--- config.mk ---
export PLATFORM = sky130hd
export DESIGN_NAME = seq_encoder_flat
export DESIGN_NICKNAME = d
export VERILOG_FILES = /design/src/rtl/seq_encoder_if.sv /design/src/rtl/seq_encoder.sv /design/src/flat_wrapper.sv
export SDC_FILE = /design/constraint.sdc
export NUM_CORES = 1
export LEC_CHECK = 0
export ABC_AREA = 1
export CORE_ASPECT_RATIO = 0.75
export CORE_MARGIN = 1.5
export CORE_UTILIZATION = 35
export CTS_BUF_LIST = sky130_fd_sc_hd__clkbuf_16
export DETAILED_ROUTE_END_ITERATION = 8
export HOLD_SLACK_MARGIN = 0.05
export MAX_ROUTING_LAYER = met4
export PLACE_DENSITY = 0.64
export SETUP_SLACK_MARGIN = 0.4
export SYNTH_ARGS = -nofsm -noshare
export SYNTH_HDL_FRONTEND = slang
export SYNTH_SLANG_ARGS = --single-unit
--- constraint.sdc ---
create_clock -name clk -period 3.55 [get_ports clk]
set_input_delay 0.355 -clock clk [delete_from_list [all_inputs] [get_ports clk]]
set_output_delay 0.355 -clock clk [all_outputs]
set_load 0.01 [all_outputs]
--- src/rtl/seq_encoder_if.sv ---
// Request/code bundle between the encoder and its producer/consumer.
// Master drives start/D/RDY; slave (the encoder) drives the code side.
interface seq_encoder_if #(
  parameter int W  = 8,
  parameter int YW = 3
);
  logic          start;
  logic [W-1:0]  D;
  logic          RDY;
  logic [YW-1:0] Y;
  logic          V;
  logic          busy;
  logic          done;
  logic [YW:0]   Cnt;

  modport master (
    output start, D, RDY,
    input  Y, V, busy, done, Cnt
  );

  modport slave (
    input  start, D, RDY,
    output Y, V, busy, done, Cnt
  );
endinterface

--- src/rtl/seq_encoder.sv ---
// Sequential priority encoder: emits the index of every set bit of a
// captured mask, highest first, one code per accepted handshake.
module seq_encoder #(
  parameter int W  = 8,
  parameter int YW = 3
) (
  input  logic clk,
  input  logic rst_n,
  seq_encoder_if.slave bus
);

  typedef enum logic [1:0] {
    IDLE,
    SCAN,
    DONE
  } state_t;

  state_t        r_state;
  logic [W-1:0]  r_m;
  logic [YW-1:0] r_y;
  logic          r_v;
  logic          r_busy;
  logic          r_done;
  logic [YW:0]   r_cnt;

  logic [W-1:0]  w_bit;
  logic [W-1:0]  w_m_clr;

  function automatic logic [YW-1:0] msb_idx(
    input logic [W-1:0] m
  );
    logic [YW-1:0] idx;
    idx = '0;
    for (int i = 0; i < W; i++) begin
      if (m[i]) idx = YW'(i);
    end
    return idx;
  endfunction

  // Mask with the currently presented code removed.
  assign w_bit   = W'(1) << r_y;
  assign w_m_clr = r_m & ~w_bit;

  always_ff @(posedge clk or negedge rst_n) begin
    if (!rst_n) begin
      r_state <= IDLE;
      r_m     <= '0;
      r_y     <= '0;
      r_v     <= 1'b0;
      r_busy  <= 1'b0;
      r_done  <= 1'b0;
      r_cnt   <= '0;
    end else begin
      unique case (r_state)
        IDLE: begin
          r_done <= 1'b0;
          if (bus.start) begin
            r_m    <= bus.D;
            r_cnt  <= '0;
            r_busy <= 1'b1;
            if (|bus.D) begin
              r_state <= SCAN;
              r_v     <= 1'b1;
              r_y     <= msb_idx(bus.D);
            end else begin
              r_state <= DONE;
              r_done  <= 1'b1;
            end
          end
        end
        SCAN: begin
          if (bus.RDY) begin
            r_m   <= w_m_clr;
            r_cnt <= r_cnt + 1'b1;
            if (|w_m_clr) begin
              r_y <= msb_idx(w_m_clr);
            end else begin
              r_v     <= 1'b0;
              r_done  <= 1'b1;
              r_state <= DONE;
            end
          end
        end
        DONE: begin
          r_done  <= 1'b0;
          r_busy  <= 1'b0;
          r_state <= IDLE;
        end
        default: r_state <= IDLE;
      endcase
    end
  end

  assign bus.Y    = r_y;
  assign bus.V    = r_v;
  assign bus.busy = r_busy;
  assign bus.done = r_done;
  assign bus.Cnt  = r_cnt;

endmodule

--- src/flat_wrapper.sv ---
// flat-port wrapper written by rule: the top's interface ports become plain ports
module seq_encoder_flat 
#(
  parameter int W  = 8,
  parameter int YW = 3
)
  (clk, rst_n, bus_start, bus_D, bus_RDY, bus_Y, bus_V, bus_busy, bus_done, bus_Cnt);
  seq_encoder_if #(.W(W), .YW(YW)) bus_i ();
  input  logic clk;
  input  logic rst_n;
  input wire logic [$bits(bus_i.start)-1:0] bus_start;
  input wire logic [$bits(bus_i.D)-1:0] bus_D;
  input wire logic [$bits(bus_i.RDY)-1:0] bus_RDY;
  output wire logic [$bits(bus_i.Y)-1:0] bus_Y;
  output wire logic [$bits(bus_i.V)-1:0] bus_V;
  output wire logic [$bits(bus_i.busy)-1:0] bus_busy;
  output wire logic [$bits(bus_i.done)-1:0] bus_done;
  output wire logic [$bits(bus_i.Cnt)-1:0] bus_Cnt;
  assign bus_i.start = bus_start;
  assign bus_i.D = bus_D;
  assign bus_i.RDY = bus_RDY;
  assign bus_Y = bus_i.Y;
  assign bus_V = bus_i.V;
  assign bus_busy = bus_i.busy;
  assign bus_done = bus_i.done;
  assign bus_Cnt = bus_i.Cnt;
  seq_encoder #(.W(W), .YW(YW)) u_core (.clk(clk), .rst_n(rst_n), .bus(bus_i));
endmodule
==> results of run 1 <==
final timing paths:
path | from | to | slack (ns) | depth (start not counted)
max | u_core.r_state[1] | u_core.bus.Cnt[3] | 1.31 | 10
min | u_core.bus.done | u_core.bus.done | 0.47 | 2
max reg2reg | u_core.r_state[1] | u_core.bus.Cnt[3] | 1.31 | 10
min reg2reg | u_core.bus.done | u_core.bus.done | 0.47 | 2
max in group asynchronous | rst_n | u_core.r_m[7] | 2.39 | 1
min in group asynchronous | rst_n | u_core.bus.Cnt[2] | 0.61 | 1
per-stage QoR:
step	power [mW]	instances	hold slack (ns)	area [µm²]
5_1_grt	1.70	251	0.488	1640
3_3_place_gp	1.24	247	0.462	1530
3_5_place_dp	1.24	247	0.462	1530
6_report	1.55	251	0.471	1640
2_1_floorplan	1.02	180	0.0594	1290
4_1_cts	1.56	251	0.476	1640
power by group:
group | internal, mW | total [mW] | switching, mW
Combinational | 0.322 | 0.820 | 0.498
Sequential | 0.335 | 0.421 | 0.0864
Clock | 0.224 | 0.312 | 0.0882
Total | 0.881 | 1.55 | 0.672
cells in the final DEF (no fill, tap or decap), drive strengths merged:
cell,count
nand4,2
nand3b,1
a21oi,8
clkbuf,3
clkdlybuf4s50,21
xnor2,1
nand2,58
and3,1
nand3,16
o21ai,15
a22o,1
ha,5
dfrtp,20
o21a,3
a21boi,1
inv,21
or2,1
bufinv,1
nor3,1
nor2,21
registers in the layout, indices dropped and copies added (netlist names):
| signal | flops |
|---|---|
| u_core.bus.busy | 1 |
| u_core.bus.Cnt | 4 |
| u_core.r_m | 8 |
| u_core.bus.done | 1 |
| u_core.bus.V | 1 |
| u_core.r_state | 2 |
| u_core.bus.Y | 3 |
final cells by class:
| type | count | area share, % |
|---|---|---|
| multi-input combinational | 135 | 41.3 |
| sequential | 20 | 30.6 |
| timing repair buffer | 21 | 12.9 |
| inverter | 21 | 4.97 |
| clock buffer | 3 | 4.59 |
| tap | 50 | 3.83 |
| clock inverter | 1 | 1.84 |
per-layer routing:
metal	routed length, µm	vias to the layer above	global-route usage [%]
li1	-	615	-
met4	13	0	2.43
met3	205	2	4.38
met1	1600	530	26.6
met5	0	-	-
met2	1060	40	19.7
tightest hold or removal path, cell delays in order, from the launching register on:
cell and delay [ns]:
dfrtp_1 0.34, nand2_1 0.05, nand2_1 0.05
cell families after synthesis:
kind of cell	synth area share (%)
simple gates	34.4
xor+xnor	0.680
fa+ha+maj	4.85
flops	38.8
buf+inv	8.74
compound gates	12.5
==> impl_metrics.yaml, run 1 <==
run_status:
  outcome: "completed"
sta:
  worst_slack_ns: 1.31
  finalHoldViolCount: 0
  finalCritPeriodShare_pct: 63.1
  setup_viol: 0
  drv_slew: 0
  period_needed_ns: 2.24
  rsz0062_at_grt: "false"
  finClkSkew_ns: 0.00372
  slew_headroom_pct: 40.1
  max_freq_ghz: 0.446
  worstMarginPinSlew_ns: 0.896
  setup_tns_ns: 0
placement:
  gp_congestion: 0.915
  place_ws_ns: 1.32
  post-dp-hpwl_um: 2260
  io_buffers: 21
worst_setup_path:
  worst-path-max-fanout: 18
  end_kind: "flop"
  setup.worst_path.class: "reg2reg"
  cpPeakStageDelay_ns: 0.54
  crit_path_top_delay_cell: "ha_1"
  cp_num_buf_inv: 3
  startpoint_type: "flop"
  cp.arrival_ns: 2.38
  path_cells: "inv_1 -> ha_1 -> inv_2 -> or2_4 -> nand2_4 -> nor2_8 -> inv_4 -> nor2_1 -> xnor2_1 -> nor2_1"
  cpMostUsedCell: "nor2_1"
  critical_path.top_delay_family: "simple AND/OR/NAND/NOR gates"
  required_ns: 3.69
floorplan:
  rows: 18
  ios: 22
  die_w_um: 73.1
  die_y_um: 55.6
  die_area_um2: 4060
  start_util_pct: 37.9
  design.core.area_um2: 3400
clocking:
  clk_pin_slew_worst_paths_ns: 0.06
  post-cts-setup-buffers: 0
  cts_buffer_depth: 2
  clk_latency_ns: 0.25
  cts.sinks: 20
  cts-root-buf: "clkbuf_16"
  cts_resized: 0
  cts_hold_buf: 0
  htreeDepth: 1
  cts_tree: "yes"
  cts_buffers: 3
synthesis:
  yosysWarnings: 0
  synth.avg_cell_area_um2: 7.16
  synthFlopType: "dfrtp_1"
  syn_inst: 180
  synth_most_common_cell: "nand2_1"
  synth_edf_count: 0
  ys_top_cells_by_area: "dfrtp_1, nand2_1, nand3_1"
  synth.largest_area_cell: "dfrtp_1"
  synth_top_area_share_pct: 38.8
  ys_seq_elements: 20
  synthTopCellsByCount: "nand2_1, dfrtp_1, inv_1, nor2_1, nand3_1"
  ys_seq_area_share_pct: 38.8
  synth.distinct_cells: 28
  async_flop_share_pct: 100
  synth_fp_nets: 197
  synth_area_um2: 1290
worst_hold_path:
  hold_class: "reg2reg"
global_route:
  grt_pass1_vias: 1046
  grt_max_degree: 21
  grt_pass1_wl_um: 5060
  antenna_found_initial: 0
  grt_overflow: 0
  grt_use_total_pct: 16.3
drt:
  wl_um: 2880
  wl_per_cell_um: 11.5
  postRouteAntennaNets: 0
  vias: 1187
  drtPass1Iterations: 4
  route.detailed.drc: 0
  avgViaCountPerCell: 4.73
  drt_iter0_drc: 91
power:
  irDropWorstVdd_mv: 0.461
  p_per_area_nw_per_um2: 950
  leakage_nw: 0.799
job:
  drv_cap: 0
final_layout:
  multi_input_comb_area_um2: 676
  antenna_cells: 0
  fin_nets: 219
  fillers: 343
  seqCellArea_um2: 500
  final_util_pct: 48.1
  area_delta_synth_final_pct: 26.9
  drive_above_1_share_pct: 5.97
Note: power is estimated with default switching activity, not from simulation.
==> run 2, diff against run 1 <==
==> constraint.sdc (replaced) <==
create_clock -name clk -period 2.2 [get_ports clk]
set_input_delay 0.22 -clock clk [delete_from_list [all_inputs] [get_ports clk]]
set_output_delay 0.22 -clock clk [all_outputs]
set_load 0.01 [all_outputs]
==> run 2 against run 1 <==
Compared with the run above: clock skew fell by 0.0012 ns; sequential power rose by 64%; count of clock-buffer cells in the layout did not move; maximum frequency rose by 31%; worst setup slack got worse by 0.82 ns; utilization rose by 1.9 points; die area did not move; highest routed layer unchanged.
==> impl_metrics.yaml, run 2 (synthesis gave the netlist of run 1 again) <==
run_status:
  outcome: "completed"
floorplan:
  die_w_um: 73.1
  ios: 22
  start_util_pct: 37.9
  die_area_um2: 4060
  design.core.area_um2: 3400
  rows: 18
  die_y_um: 55.6
final_layout:
  largest-register: "u_core.r_m"
  drive_above_1_share_pct: 11.2
  antenna_cells: 0
  most-common-layout-cells: "nand2_1, clkdlybuf4s50_1, dfrtp_1"
  final_util_pct: 50.0
  seqCellArea_um2: 500
  fin_nets: 224
  multi_input_comb_area_um2: 702
  final_common_cell: "nand2_1"
  area_delta_synth_final_pct: 31.8
  fillers: 346
  final_area_um2: 1700
  largest_register_ff_count: 8
global_route:
  gr-usage-met1_pct: 26.9
  grt_pass1_vias: 1160
  grt_use_met3_pct: 4.74
  grt_max_degree: 21
  met2_usage_pct: 21.2
  grt_pass1_wl_um: 5350
  grt_overflow: 0
  antenna_found_initial: 0
  top_usage_layer: "met1"
  grt_use_total_pct: 17.4
drt:
  wl_um: 3010
  vias: 1215
  wl_per_cell_um: 11.8
  avgViaCountPerCell: 4.75
  drtPass1Iterations: 4
  drt_iter0_drc: 61
  route.detailed.drc: 0
  postRouteAntennaNets: 0
power:
  irDropWorstVdd_mv: 0.598
  fin_total_pwr_mw: 2.63
  p_per_area_nw_per_um2: 1550
  leakage_nw: 0.823
clocking:
  cts.sinks: 20
  htreeDepth: 1
  clk_latency_ns: 0.25
  cts_hold_buf: 0
  clk_pin_slew_worst_paths_ns: 0.06
  cts_buffer_depth: 2
  cts_buffers: 3
  cts-root-buf: "clkbuf_16"
  cts_tree: "yes"
sta:
  setup_viol: 0
  setup_tns_ns: 0
  finalHoldViolCount: 0
  drv_slew: 0
  worstMarginPinSlew_ns: 0.287
  period_needed_ns: 1.71
  hold_slack_ns: 0.301
  slew_headroom_pct: 80.7
  max_freq_ghz: 0.586
  rsz0062_at_grt: "false"
  finalCritPeriodShare_pct: 77.6
  finClkSkew_ns: 0.00249
placement:
  post-dp-hpwl_um: 2360
  postPlaceCellArea_um2: 1550
  gp_congestion: 0.908
  io_buffers: 21
worst_setup_path:
  setup.worst_path.class: "reg2reg"
  setup.worst_path.end: "u_core.r_m[3]"
  cp.arrival_ns: 1.85
  reg2reg_to: "u_core.r_m[3]"
  end_kind: "flop"
  r2r.worst_path.cells: 9
  worst-path-max-fanout: 13
  startpoint: "u_core.r_state[0]"
  rrSetupSlack_ns: 0.49
  required_ns: 2.35
  startpoint_type: "flop"
  rr_startpoint: "u_core.r_state[0]"
job:
  drv_cap: 0
worst_hold_path:
  hold_class: "in2async"
-- run 2: cell count changes in the layout (fill, tap and decap cells not counted) --
cell | previous run | this run
nor2_2 | 1 | 2
a21oi_1 | 7 | 6
ha_4 | 0 | 1
nand2_1 | 57 | 55
a21oi_2 | 1 | 2
buf_4 | 0 | 5
ha_1 | 5 | 3
ha_2 | 0 | 1
nand2_2 | 0 | 2
nor2_1 | 19 | 18
-- run 2: critical path, cell delays in order (launching register included) --
cell     delay (ns)
dfrtp_1        0.43
inv_1          0.10
ha_2           0.23
nand2_2        0.12
nand2_4        0.09
nor2_8         0.15
inv_4          0.09
a21oi_1        0.15
o21ai_0        0.12
o21a_1         0.12
-- run 2: area by class of cell --
type	instances	share of cell area (%)
Timing Repair Buffer	26	14.6
Inverter	21	4.79
Clock buffer	3	4.42
Sequential cell	20	29.5
Tap cell	50	3.68
Clock inverter	1	1.77
Multi-Input combinational cell	135	41.3
-- run 2: routing by layer --
| layer | wire length, µm | part of all wire, % | vias to the layer above |
|---|---|---|---|
| met1 | 1640 | 55 | 536 |
| met5 | 0 | 0 | - |
| met2 | 1140 | 38 | 39 |
| li1 | - | - | 633 |
| met3 | 182 | 6.0 | 7 |
| met4 | 44 | 1.5 | 0 |
-- run 2: where the power goes --
part	total [mW]	internal [mW]	switching, mW
Clock	0.506	0.361	0.144
Sequential	0.692	0.541	0.151
Combinational	1.44	0.600	0.835
-- run 2: worst min path at each step --
stage	start	end	slack, ns	depth (start not counted)
CTS	rst_n	u_core.bus.Cnt[3]	0.32	2
global route	rst_n	u_core.bus.Cnt[3]	0.34	2
floorplan	rst_n	u_core.bus.Cnt[0]	-0.08	0
detailed placement	u_core.bus.done	u_core.bus.done	0.47	2
finish	rst_n	u_core.bus.Cnt[3]	0.30	2
global placement	u_core.bus.done	u_core.bus.done	0.46	2
-- run 2: stage by stage --
step,worst slack (ns),instances
2_1_floorplan,0.542,180
3_3_place_gp,0.355,250
3_5_place_dp,0.381,250
4_1_cts,0.444,254
5_1_grt,0.400,256
6_report,0.494,256
-- run 2: timing repair --
item | CTS | global route
setup buffers | 0 | 2
endpoints found under the setup margin | 4 | 9
gates cloned | 0 | 0
pin swaps | 0 | 1
hold endpoints to repair | 0 | 0
resized for setup | 1 | 6
==> run 3, diff against run 2 <==
==> constraint.sdc (replaced) <==
create_clock -name clk -period 1.7 [get_ports clk]
set_input_delay 0.17 -clock clk [delete_from_list [all_inputs] [get_ports clk]]
set_output_delay 0.17 -clock clk [all_outputs]
set_load 0.01 [all_outputs]
==> run 3 against run 2 <==
Compared with the run above: maximum frequency grew 6.1%; via count increased by 17%; critical endpoint is now u_core.bus.Cnt[2]; die area unchanged; largest power group unchanged; cell count rose by 11%; clock power decreased by 2%.
==> impl_metrics.yaml, run 3 (synthesis gave the netlist of run 1 again) <==
drt:
  drt_iter0_drc: 112
  vias: 1418
  wl_per_cell_um: 14.5
  drtPass1Iterations: 6
  wl_met3_um: 228
  wl_um: 4150
  dr_wl_met2_um: 1870
  avgViaCountPerCell: 4.98
  route.detailed.drc: 0
  met1Wirelength_um: 2030
  postRouteAntennaNets: 0
  highest-signal-layer: "met4"
sta:
  max_freq_ghz: 0.622
  finalHoldViolCount: 0
  worst_slack_ns: 0.0912
  drv_slew: 0
  rsz0062_at_grt: "true"
  hold_slack_ns: 0.263
  worstMarginPinSlew_ns: 0.341
  finClkSkew_ns: 0.000751
  setup_viol: 0
  finalCritPeriodShare_pct: 94.6
  period_needed_ns: 1.61
  slew_headroom_pct: 77.0
final_layout:
  fillers: 269
  largest_register_ff_count: 8
  drive_above_1_share_pct: 43.8
  most-common-layout-cells: "nand2_1, buf_4, nand2_2"
  largest-register: "u_core.r_m"
  fin_nets: 253
  antenna_cells: 0
  area_delta_synth_final_pct: 67.9
  final_common_cell: "nand2_1"
global_route:
  grt_pass1_wl_um: 6220
  grt_overflow: 0
  grt_pass1_vias: 1239
  grt_use_total_pct: 20.4
  grt_max_degree: 21
  antenna_found_initial: 0
floorplan:
  design.core.area_um2: 3400
  start_util_pct: 37.9
  die_w_um: 73.1
  rows: 18
  die_area_um2: 4060
  ios: 22
  die_y_um: 55.6
worst_setup_path:
  worst-path-max-fanout: 8
  path_cells: "inv_2 -> buf_12 -> ha_4 -> nand2_4 -> nand2_8 -> nor2_8 -> buf_6 -> and3_4 -> nor3_2"
  end_kind: "flop"
  startpoint_type: "flop"
  setup.worst_path.class: "reg2reg"
  cp.arrival_ns: 1.75
  cp_num_buf_inv: 3
  critical_path.top_delay_family: "simple AND/OR/NAND/NOR gates"
  crit_path_top_delay_cell: "dfrtp_1"
  cpPeakStageDelay_ns: 0.37
  required_ns: 1.84
clocking:
  cts.sinks: 20
  cts-root-buf: "clkbuf_16"
  clk_pin_slew_worst_paths_ns: 0.06
  clk_latency_ns: 0.25
  cts_tree: "yes"
  cts_buffer_depth: 2
  cts_buffers: 3
  htreeDepth: 1
job:
  drv_cap: 0
placement:
  place_ws_ns: 0.00744
  gp_congestion: 0.834
  post-dp-hpwl_um: 2360
  io_buffers: 21
run_status:
  outcome: "completed"
worst_hold_path:
  hold_class: "in2async"
power:
  irDropWorstVdd_mv: 0.813
  p_per_area_nw_per_um2: 2100
  leakage_nw: 1.03
-- run 3: changes by cell type in the layout (fill, tap and decap cells not counted), moves of 7 or more --
cell,before,now
nand2_1,55,34
buf_4,5,24
nand2_2,2,18
buf_6,0,7
inv_1,19,12
nor2_1,18,11
clkdlybuf4s50_1,21,11
dlygate4sd2_1,0,8
o21ai_1,2,10
o21ai_0,12,3
-- run 3: worst paths after layout --
kind                              startpoint                 to  slack [ns]  cells after the start
setup / recovery           u_core.r_state[1]  u_core.bus.Cnt[2]        0.09                      9
hold / removal                         rst_n      u_core.r_m[6]        0.26                      2
setup reg to reg           u_core.r_state[1]  u_core.bus.Cnt[2]        0.09                      9
hold reg to reg              u_core.bus.done    u_core.bus.done        0.46                      2
max in group asynchronous              rst_n  u_core.r_state[0]        1.20                      2
min in group clk             u_core.bus.done    u_core.bus.done        0.46                      2
-- run 3: layout make-up --
| class | instances | area, µm² | area share, % |
|---|---|---|---|
| clock buffer | 3 | 75.1 | 3.47 |
| timing repair inverter | 1 | 11.3 | 0.521 |
| timing repair buffer | 54 | 502 | 23.2 |
| inverter | 21 | 88.8 | 4.11 |
| tap | 50 | 62.6 | 2.89 |
| multi-input combinational | 135 | 915 | 42.3 |
| sequential | 20 | 505 | 23.4 |
| clock inverter | 1 | 3.75 | 0.174 |
-- run 3: stage by stage --
stage                     util [%]  instance area (µm²)  TNS [ns]  cells  total power [mW]
after floorplan                  -                 1320         0    180              2.21
after global placement        47.5                 1620   -0.0382    255              2.77
after detailed placement      47.5                 1620         0    255              2.78
after CTS                     57.4                 1950         0    277              3.92
after global routing          63.6                 2160         0    285              4.85
final                         63.6                 2160         0    285              4.54
-- run 3: repair_timing --
action	CTS	global route
setup endpoints to repair	29	22
pin swaps	5	25
resized for setup	52	38
gates cloned	1	0
hold buffers	0	0
buffers inserted	17	8
-- run 3: where the power goes --
group / switching [mW] / total [mW] / leakage [nW] / internal (mW)
clock: 0.184 / 0.498 / 0.0385 / 0.314
sequential: 0.242 / 0.951 / 0.241 / 0.709
combinational: 1.64 / 3.09 / 0.754 / 1.45
-- run 3: per-layer routing --
metal | track usage [%] | up-vias
met5 | - | -
met4 | 4.04 | 0
met3 | 4.56 | 2
met2 | 28.7 | 45
met1 | 30.0 | 673
li1 | - | 698
